$ cat src/rtl/level_decode_engine.sv
// level_decode_engine: CAVLC level decoder (trailing ones + prefix/suffix pairs) with output FIFO.
// Optional LVL_EXT_PREFIX_EN accepts level_prefix 16 (13-bit suffix, +4096 term).
module level_decode_engine #(
  parameter int LEVEL_W    = 16,
  parameter int FIFO_DEPTH = 4
) (
  input  logic                      Clk,
  input  logic                      Reset,
  input  logic                      Start,
  input  logic [4:0]                TotalCoeff,
  input  logic [1:0]                TrailingOnes,
  input  logic [2:0]                T1Signs,
  input  logic                      InValid,
  output logic                      InReady,
  input  logic [4:0]                InPrefix,
  input  logic [15:0]               InSuffix,
  output logic [3:0]                SuffixSize,
  output logic                      OutValid,
  input  logic                      OutReady,
  output logic signed [LEVEL_W-1:0] OutLevel,
  output logic                      OutLast,
  output logic                      Busy,
  output logic                      Error
);
  localparam int AW = $clog2(FIFO_DEPTH);
  typedef enum logic [1:0] {IDLE, T1, LVL} state_t;
  state_t state, state_nx;
  logic [4:0] tc, n, pm;
  logic [1:0] t1;
  logic [3:0] sg, sz;
  logic [2:0] sl, sl1, sl_nx;
  logic err, start_ok, full, in_fire, bad, push, pop, first, nlast;
  logic [15:0] suf;
  logic [16:0] lc;
  logic [17:0] mag, thresh;
  logic signed [LEVEL_W-1:0] lvl, push_lvl;
  logic [AW-1:0] wp, rp;
  logic [AW:0] cnt;
  logic [LEVEL_W:0] mem [FIFO_DEPTH];
  always_comb begin
    start_ok = Start && state == IDLE && TotalCoeff != 5'd0;
    full = cnt == (AW+1)'(FIFO_DEPTH);
    OutValid = cnt != '0;
    pop = OutValid && OutReady;
    InReady = state == LVL && !full;
    in_fire = InValid && InReady;
    sz = (InPrefix == 5'd14 && sl == 3'd0) ? 4'd4 :
         (InPrefix >= 5'd15) ? 4'(InPrefix - 5'd3) : {1'b0, sl};
    SuffixSize = (state == LVL) ? sz : 4'd0;
    suf = InSuffix & ~(16'hFFFF << sz);
    pm = (InPrefix >= 5'd15) ? 5'd15 : InPrefix;
    first = n == {3'b0, t1};
    lc = (17'(pm) << sl) + 17'(suf)
       + ((InPrefix >= 5'd15 && sl == 3'd0) ? 17'd15 : 17'd0)
       + ((first && t1 != 2'd3) ? 17'd2 : 17'd0);
`ifdef LVL_EXT_PREFIX_EN
    bad = InPrefix > 5'd16;
    lc = lc + ((InPrefix == 5'd16) ? 17'd4096 : 17'd0);
`else
    bad = InPrefix > 5'd15;
`endif
    mag = lc[0] ? (18'(lc) + 18'd1) >> 1 : (18'(lc) + 18'd2) >> 1;
    lvl = lc[0] ? -LEVEL_W'(mag) : LEVEL_W'(mag);
    // suffixLength bumps to 1 after any pair, then grows on large magnitudes
    sl1 = (sl == 3'd0) ? 3'd1 : sl;
    thresh = 18'd3 << (sl1 - 3'd1);
    sl_nx = (mag > thresh && sl1 < 3'd6) ? sl1 + 3'd1 : sl1;
    nlast = (n + 5'd1) == tc;
    push = (state == T1 && !full) || (in_fire && !bad);
    push_lvl = (state == T1) ? (sg[n[1:0]] ? -LEVEL_W'(1) : LEVEL_W'(1)) : lvl;
    state_nx = (state == IDLE) ? (start_ok ? (TrailingOnes == 2'd0 ? LVL : T1) : IDLE) :
               (state == T1) ? ((!full && (n + 5'd1) == {3'b0, t1}) ? (tc > {3'b0, t1} ? LVL : IDLE) : T1) :
               (in_fire && (bad || nlast)) ? IDLE : state;
    OutLevel = OutValid ? mem[rp][LEVEL_W-1:0] : '0;
    OutLast = OutValid && mem[rp][LEVEL_W];
    Busy = state != IDLE;
    Error = err;
  end
  always_ff @(posedge Clk) begin
    if (Reset) begin
      state <= IDLE;
      tc <= '0;
      t1 <= '0;
      sg <= '0;
      n <= '0;
      sl <= '0;
      err <= 1'b0;
      wp <= '0;
      rp <= '0;
      cnt <= '0;
    end else begin
      state <= state_nx;
      if (start_ok) begin
        tc <= TotalCoeff;
        t1 <= TrailingOnes;
        sg <= {1'b0, T1Signs};
        n <= '0;
        err <= 1'b0;
        sl <= (TotalCoeff > 5'd10 && TrailingOnes != 2'd3) ? 3'd1 : 3'd0;
      end else if (push) n <= n + 5'd1;
      if (in_fire) begin
        if (bad) err <= 1'b1;
        else sl <= sl_nx;
      end
      if (push) wp <= wp + AW'(1);
      if (pop) rp <= rp + AW'(1);
      cnt <= cnt + (AW+1)'(push) - (AW+1)'(pop);
    end
  end
  always_ff @(posedge Clk)
    if (push) mem[wp] <= {nlast, push_lvl};
endmodule

$ cat config.mk
export PLATFORM = sky130hd
export DESIGN_NAME = level_decode_engine
export DESIGN_NICKNAME = d
export VERILOG_FILES = /design/src/rtl/level_decode_engine.sv
export SDC_FILE = /design/constraint.sdc
export NUM_CORES = 1
export LEC_CHECK = 0
export CORE_ASPECT_RATIO = 1.25
export CORE_MARGIN = 2
export CORE_UTILIZATION = 59
export DETAILED_ROUTE_END_ITERATION = 10
export PLACE_DENSITY_LB_ADDON = 0.2
export SLEW_MARGIN = 10
export SYNTH_ARGS = -nofsm -noshare
export SYNTH_HDL_FRONTEND = slang
export SYNTH_SLANG_ARGS = --single-unit
$ cat constraint.sdc
create_clock -name Clk -period 17.45 [get_ports Clk]
set_clock_uncertainty 0.2 [all_clocks]
set_input_delay 1.745 -clock Clk [delete_from_list [all_inputs] [get_ports Clk]]
set_output_delay 1.745 -clock Clk [all_outputs]
set_load 0.02 [all_outputs]
==> summary.txt, run 1 <==
GRT
  – Total GRT Usage: between 20% and 30%
  – Vias in the first global route: roughly 5800
  – Largest net degree at the start of global routing: 31
  – First-pass GRT wire length: about 27000 µm
  – Initial antenna violation count: 0
  – Total gr overflow: 0

Clocking
  – CTS max path bufs: 2
  – Post-cts resize count: 0
  – CTS tree: yes
  – Hold-fix buffers at CTS: 0
  – Setup bufs post-CTS: 0
  – Clock tree sinks: 98
  – Worst skew pair latency: about 0.34 ns
  – Reg clk slew, reported paths: about 0.070 ns
  – Root buf cell: clkbuf_16
  – CTS buffer count: 9
  – H-tree depth: 3

Power and ir drop
  – Combinational share of power: approximately 52%
  – Psw: about 430 µW
  – Switching Fraction: ~40%
  – Flop pwr share: roughly 30%
  – Clock power frac: around 18%
  – Cell Int Power: 647 µW
  – Pwr Total: between 1 and 1.5 mW
  – Max VDD drop: 81.1 µV
  – Pwr Density: between 100 and 150 nW/µm²
  – Leak Pwr: between 3 and 4 nW

Routing
  – Initial DRT Pass Iterations: 5
  – Wire length per cell: about 17 µm
  – Drc violations: 0
  – First DRT Iteration DRCs: roughly 350
  – Final WL: 16300 µm
  – DRT antenna net count: 0
  – Routed via count: around 5700
  – Vias per cell: about 6

Die
  – Starting Density: between 50% and 60%
  – Core Region: between 10000 and 15000 µm²
  – Die width: between 100 and 150 µm
  – Full die area: between 10000 and 15000 µm²
  – FP Rows: 45
  – Die H: between 100 and 150 µm
  – I/O pins: a little over 60

Yosys
  – Top cells by area, synth: edfxtp_1 (28%), dfxtp_1 (8.4%), ha_1 (7.8%)
  – Mapped Nets: ~810
  – Synth top area share: ~28%
  – Synthesized area: roughly 7200 µm²
  – Post-synth ARST share: 0%
  – Biggest area consumer among synthesized cells: edfxtp_1
  – Synth unique cells: between 80 and 90
  – Yosys reg bits: 98
  – Post-synthesis cell count: a little over 700
  – Most used flip-flop cell after synthesis: edfxtp_1
  – EDFF count, synth: 68
  – Syn Area/Cell: 9.89 µm²
  – Synth Warn #: 0
  – Post-synthesis sequential area ratio: approximately 37%

Setup path
  – Worst path buffer plus inverter count: 2
  – Most frequent CP cell: a21oi_1
  – CP endpoint kind: flip-flop
  – CP startpoint kind: input port
  – CP max-delay cell: clkdlybuf4s50_1
  – Worst setup path class: in -> reg
  – Max incr delay on CP: between 0.6 and 0.7 ns
  – Crit path DAT: a little under 9 ns
  – R2R Path Start: sl[2]
  – Delay-heaviest family, CP: compound AO/OA/AOI/OAI gates
  – Setup crit start: InPrefix[0]
  – Critical path required time: between 15 and 20 ns
  – Stages on worst setup path: 25
  – FF-to-FF path depth: 21
  – Worst-path fanout max: 10

Outcome
  – Status: complete, no violations

Min path
  – Hold path startpoint: tc[4]
  – HP Class: reg -> reg
  – Hold Path Stages: 2

Place
  – Port Buffers: approximately 60
  – Placed cell count: 921
  – DP Wirelength: 12500 µm
  – Gpl congestion: roughly 0.9

Cells and area
  – Commonest cells after routing, fill and taps aside: edfxtp_1 (68), nor2_1 (60), clkdlybuf4s50_1 (59), ha_1 (45), a21oi_1 (43)
  – Final core utilization: 67.8%
  – Layout area overhead: 13.6%
  – Final #Nets: roughly 860
  – Fin cells: 937
  – Diode count: 0
  – Most common cell after layout, fill and taps aside: edfxtp_1
  – Layout cells sized above 1: under 10%

Timing
  – Unrepaired setup endpoints after global routing: no
  – Least-Margin Pin Slew: ~1.0 ns
  – Final period util: between 50% and 60%
  – Final Slew Violations: 0
  – Setup tns final: 0 ns
  – Worst Hold Slack: a little under 0.3 ns
  – Achievable Freq: approximately 110 MHz
  – Final Hold Viols: 0
  – Final setup fails: 0
  – Min cycle time layout: between 8 and 9 ns
  – Relative slew slack: ~30%

Job
  – Max Cap Viol: 0
-- per-layer routing --
metal  global-route usage (%)  wire length (µm)  up-vias
met2                     47.3              8450      165
met3                     3.17               583       36
met5                        0                 0        -
met1                     32.1              6710     2751
met4                     9.83               529        0
li1                         -                 -     2782
-- worst paths after layout --
path	to	slack, ns
max	sl[2]	8.56
max reg2reg	sl[2]	10.48
min	tc[4]	0.29
min reg2reg	tc[4]	0.29
-- through the flow --
stage | setup WS, ns | cell area (µm²)
finish | 8.56 | 8170
global route | 8.04 | 8170
CTS | 8.70 | 8170
detailed placement | 8.35 | 7870
global placement | 8.67 | 7870
floorplan | 10.01 | 7190
-- power groups by stage --
stage / clock, mW / sequential (mW) / combinational (mW)
detailed placement: 0 / 0.329 / 0.555
finish: 0.194 / 0.323 / 0.562
global route: 0.208 / 0.326 / 0.623
global placement: 0 / 0.327 / 0.529
CTS: 0.199 / 0.324 / 0.560
floorplan: 0 / 0.320 / 0.408
-- cell type report --
cell class / count / area [µm²]
tap: 164 / 205
fill: 944 / 3880
clock buffer: 9 / 225
sequential: 98 / 2640
clock inverter: 7 / 71.3
inverter: 33 / 124
multi-input combinational: 563 / 4280
timing repair buffer: 63 / 621
-- kinds of logic after synthesis --
| logic type | Yosys count | synth area share (%) |
|---|---|---|
| other | 1 | 0.0522 |
| XOR/XNOR | 56 | 7.19 |
| adder cells (fa/ha/maj) | 51 | 9.50 |
| multiplexers | 26 | 6.59 |
| flip-flops | 98 | 36.7 |
| buffers and inverters | 66 | 3.74 |
| AO/OA/AOI/OAI | 176 | 16.8 |
| AND/OR/NAND/NOR | 253 | 19.4 |
-- state kept, by name (all words and copies together) (netlist names), named ones only --
name	count
t1	2
cnt	3
sl	3
rp	2
n	5
mem	68
state	2
Error	1
wp	2
sg	3
tc	5
-- cells in the mapped netlist (11+ instances only) --
cell type	count
edfxtp_1	68
nor2_1	60
ha_1	45
a21oi_1	43
nand2_1	41
o21ai_0	37
inv_1	33
xnor2_1	32
dfxtp_1	30
and2_1	26
clkbuf_1	26
xor2_1	22
nor3_1	21
nand3_1	19
mux4_2	17
and3_1	13
o211ai_1	11
-- worst min-delay path, cell delays in order (launching register included) --
cell,delay (ns)
dfxtp_1,0.34
nand2_1,0.06
a21oi_1,0.05
Note: power is estimated with default switching activity, not from simulation.
==> run 2, diff against run 1 <==
- CORE_UTILIZATION: 59 -> 54
- clock period: 17.45 -> 8 ns (I/O delays scaled with it)
==> run 2 against run 1 <==
Compared with the run above:
- sequential power up 120%
- hold slack improved by 0.0058 ns
- non-clock buffer count grew 5
- via count shrank 0.68%
- total power up 120%
- cell count is 1.3% higher
- highest routed layer unchanged
- wire length grew 1.7%
- core utilization shrank 4.9 points
- first-iteration DRC count shrank 10%
- largest power group unchanged
- design area is 0.90% higher
==> summary.txt, run 2 (synthesis gave the netlist of run 1 again) <==
Clocking
  – Root buf cell: clkbuf_16
  – Reg clk slew, reported paths: around 0.080 ns
  – Worst skew pair latency: 0.35 ns
  – Clock tree sinks: between 90 and 100
  – Setup bufs post-CTS: 0
  – CTS max path bufs: 2
  – CTS tree: yes
  – H-tree depth: 3
  – CTS buffer count: 9

Power and ir drop
  – Psw: around 950 µW
  – Leak Pwr: around 3.1 nW
  – Max VDD drop: ~180 µV
  – Switching Fraction: 39.7%
  – Pwr Density: slightly below 300 nW/µm²
  – Clock power frac: 18.8%
  – Combinational share of power: between 50% and 60%
  – Cell Int Power: between 1 and 1.5 mW
  – Flop pwr share: just under 30%

GRT
  – Vias in the first global route: between 5000 and 6000
  – Total gr overflow: 0
  – Total GRT Usage: a little under a quarter
  – Initial antenna violation count: 0
  – Largest net degree at the start of global routing: 31
  – First-pass GRT wire length: 26800 µm

Die
  – FP Rows: between 40 and 50
  – Full die area: 14300 µm²
  – Die H: ~130 µm
  – I/O pins: between 60 and 70
  – Starting Density: between 50% and 60%
  – Core Region: 13100 µm²
  – Die width: 107 µm

Routing
  – Drc violations: 0
  – Wire length per cell: between 15 and 20 µm
  – First DRT Iteration DRCs: roughly 320
  – Vias per cell: approximately 6
  – Final WL: 16500 µm
  – Initial DRT Pass Iterations: 5
  – DRT antenna net count: 0
  – Routed via count: between 5000 and 6000

Cells and area
  – Final core utilization: ~63%
  – Most common cell after layout, fill and taps aside: edfxtp_1
  – Layout cells sized above 1: 10.2%
  – Register Area: 2640 µm²
  – Final #Nets: 860
  – Max reg flops: 68
  – Largest reg by FF count: mem
  – Diode count: 0
  – Area of the multi-input gates: about 4300 µm²
  – Commonest cells after routing, fill and taps aside: edfxtp_1 (68), nor2_1 (60), clkdlybuf4s50_1 (59), ha_1 (45), a21oi_1 (43)
  – Layout area overhead: 14.6%
  – Fillcell total: about 1100
  – Top Registers: mem: 68 flops, n: 5 flops, tc: 5 flops
  – Fin cells: approximately 950

Timing
  – Least-Margin Pin Slew: approximately 1.1 ns
  – Final Slew Violations: 0
  – Final worst setup slack: 0.552 ns
  – Final period util: between 90% and 100%
  – Min cycle time layout: between 7 and 8 ns
  – Unrepaired setup endpoints after global routing: no
  – Achievable Freq: roughly 130 MHz
  – Setup tns final: 0 ns
  – Relative slew slack: between 20 and 30%
  – Final setup fails: 0
  – Final Hold Viols: 0

Place
  – DP Wirelength: about 13000 µm
  – Gpl congestion: 0.911
  – Port Buffers: 59
  – Placed cell count: just over 900
  – Setup WS pre-CTS: 0.188 ns

Setup path
  – CP startpoint kind: input port
  – Worst setup path class: in -> reg
  – Critical path required time: between 8 and 9 ns
  – CP endpoint kind: flip-flop
  – Crit path DAT: approximately 7.5 ns
  – Worst-path fanout max: 7

Min path
  – HP Class: reg -> reg

Outcome
  – Status: complete, no violations

Job
  – Max Cap Viol: 0
==> run 2: final cells by class <==
class                   count  share of cell area, %
multi-input cells         563                   52.0
flip-flops and latches     98                   32.1
repair buffers             68                   7.99
clock buffers              10                   3.04
well taps                 171                   2.60
inverters                  33                   1.50
clock inverters             6                  0.789
==> run 2: through the flow <==
step	power [mW]	hold slack (ns)	area, µm²
final	2.39	0.298	8240
after global routing	2.54	0.325	8240
after CTS	2.39	0.302	8230
after detailed placement	1.94	0.279	7920
after global placement	1.89	0.279	7920
after floorplan	1.59	0.261	7190
==> run 2: routing by layer <==
metal  wire, µm  share of wire (%)  GRT usage, %  vias up
li1           -                  -             -     2782
met1       6810                 41          27.8     2727
met5          0                  0             0        -
met2       8810                 53          43.9      167
met4        300                1.8          7.65        0
met3        612                3.7          3.60       19
==> run 2: worst paths after layout <==
kind	from	to	slack [ns]	cells past startpoint
setup / recovery	InPrefix[1]	sl[2]	0.55	24
hold / removal	tc[2]	tc[2]	0.30	2
setup reg to reg	sl[2]	sl[2]	1.56	25
hold reg to reg	tc[2]	tc[2]	0.30	2
==> run 2: critical path, cell delays in order <==
cell and delay [ns]:
clkdlybuf4s50_1 0.53, ha_1 0.31, a21o_1 0.19, a31oi_1 0.33, o21ai_0 0.30, nor2_1 0.32
nand2_1 0.14, o21a_1 0.23, fa_1 0.54, inv_1 0.07, fa_1 0.46, xnor2_1 0.42
ha_1 0.33, nand3_1 0.13, or3_1 0.55, nor2_1 0.20, xor2_1 0.31, ha_1 0.25
nand4_1 0.10, nor3_1 0.23, a21oi_1 0.10, a211oi_2 0.29, a21oi_1 0.12, o31a_1 0.25
==> run 2: repair_timing <==
item	in CTS	in global routing
hold endpoints to repair	0	0
endpoints found under the setup margin	0	1
hold buffers	0	0
resized for setup	0	2
==> run 2: power by group through the flow <==
| stage | combinational, mW | clock (mW) | sequential, mW |
|---|---|---|---|
| after detailed placement | 1.22 | 0 | 0.717 |
| after global routing | 1.36 | 0.472 | 0.712 |
| after CTS | 1.23 | 0.457 | 0.706 |
| after floorplan | 0.891 | 0 | 0.698 |
| after global placement | 1.18 | 0 | 0.713 |
| final | 1.23 | 0.449 | 0.706 |
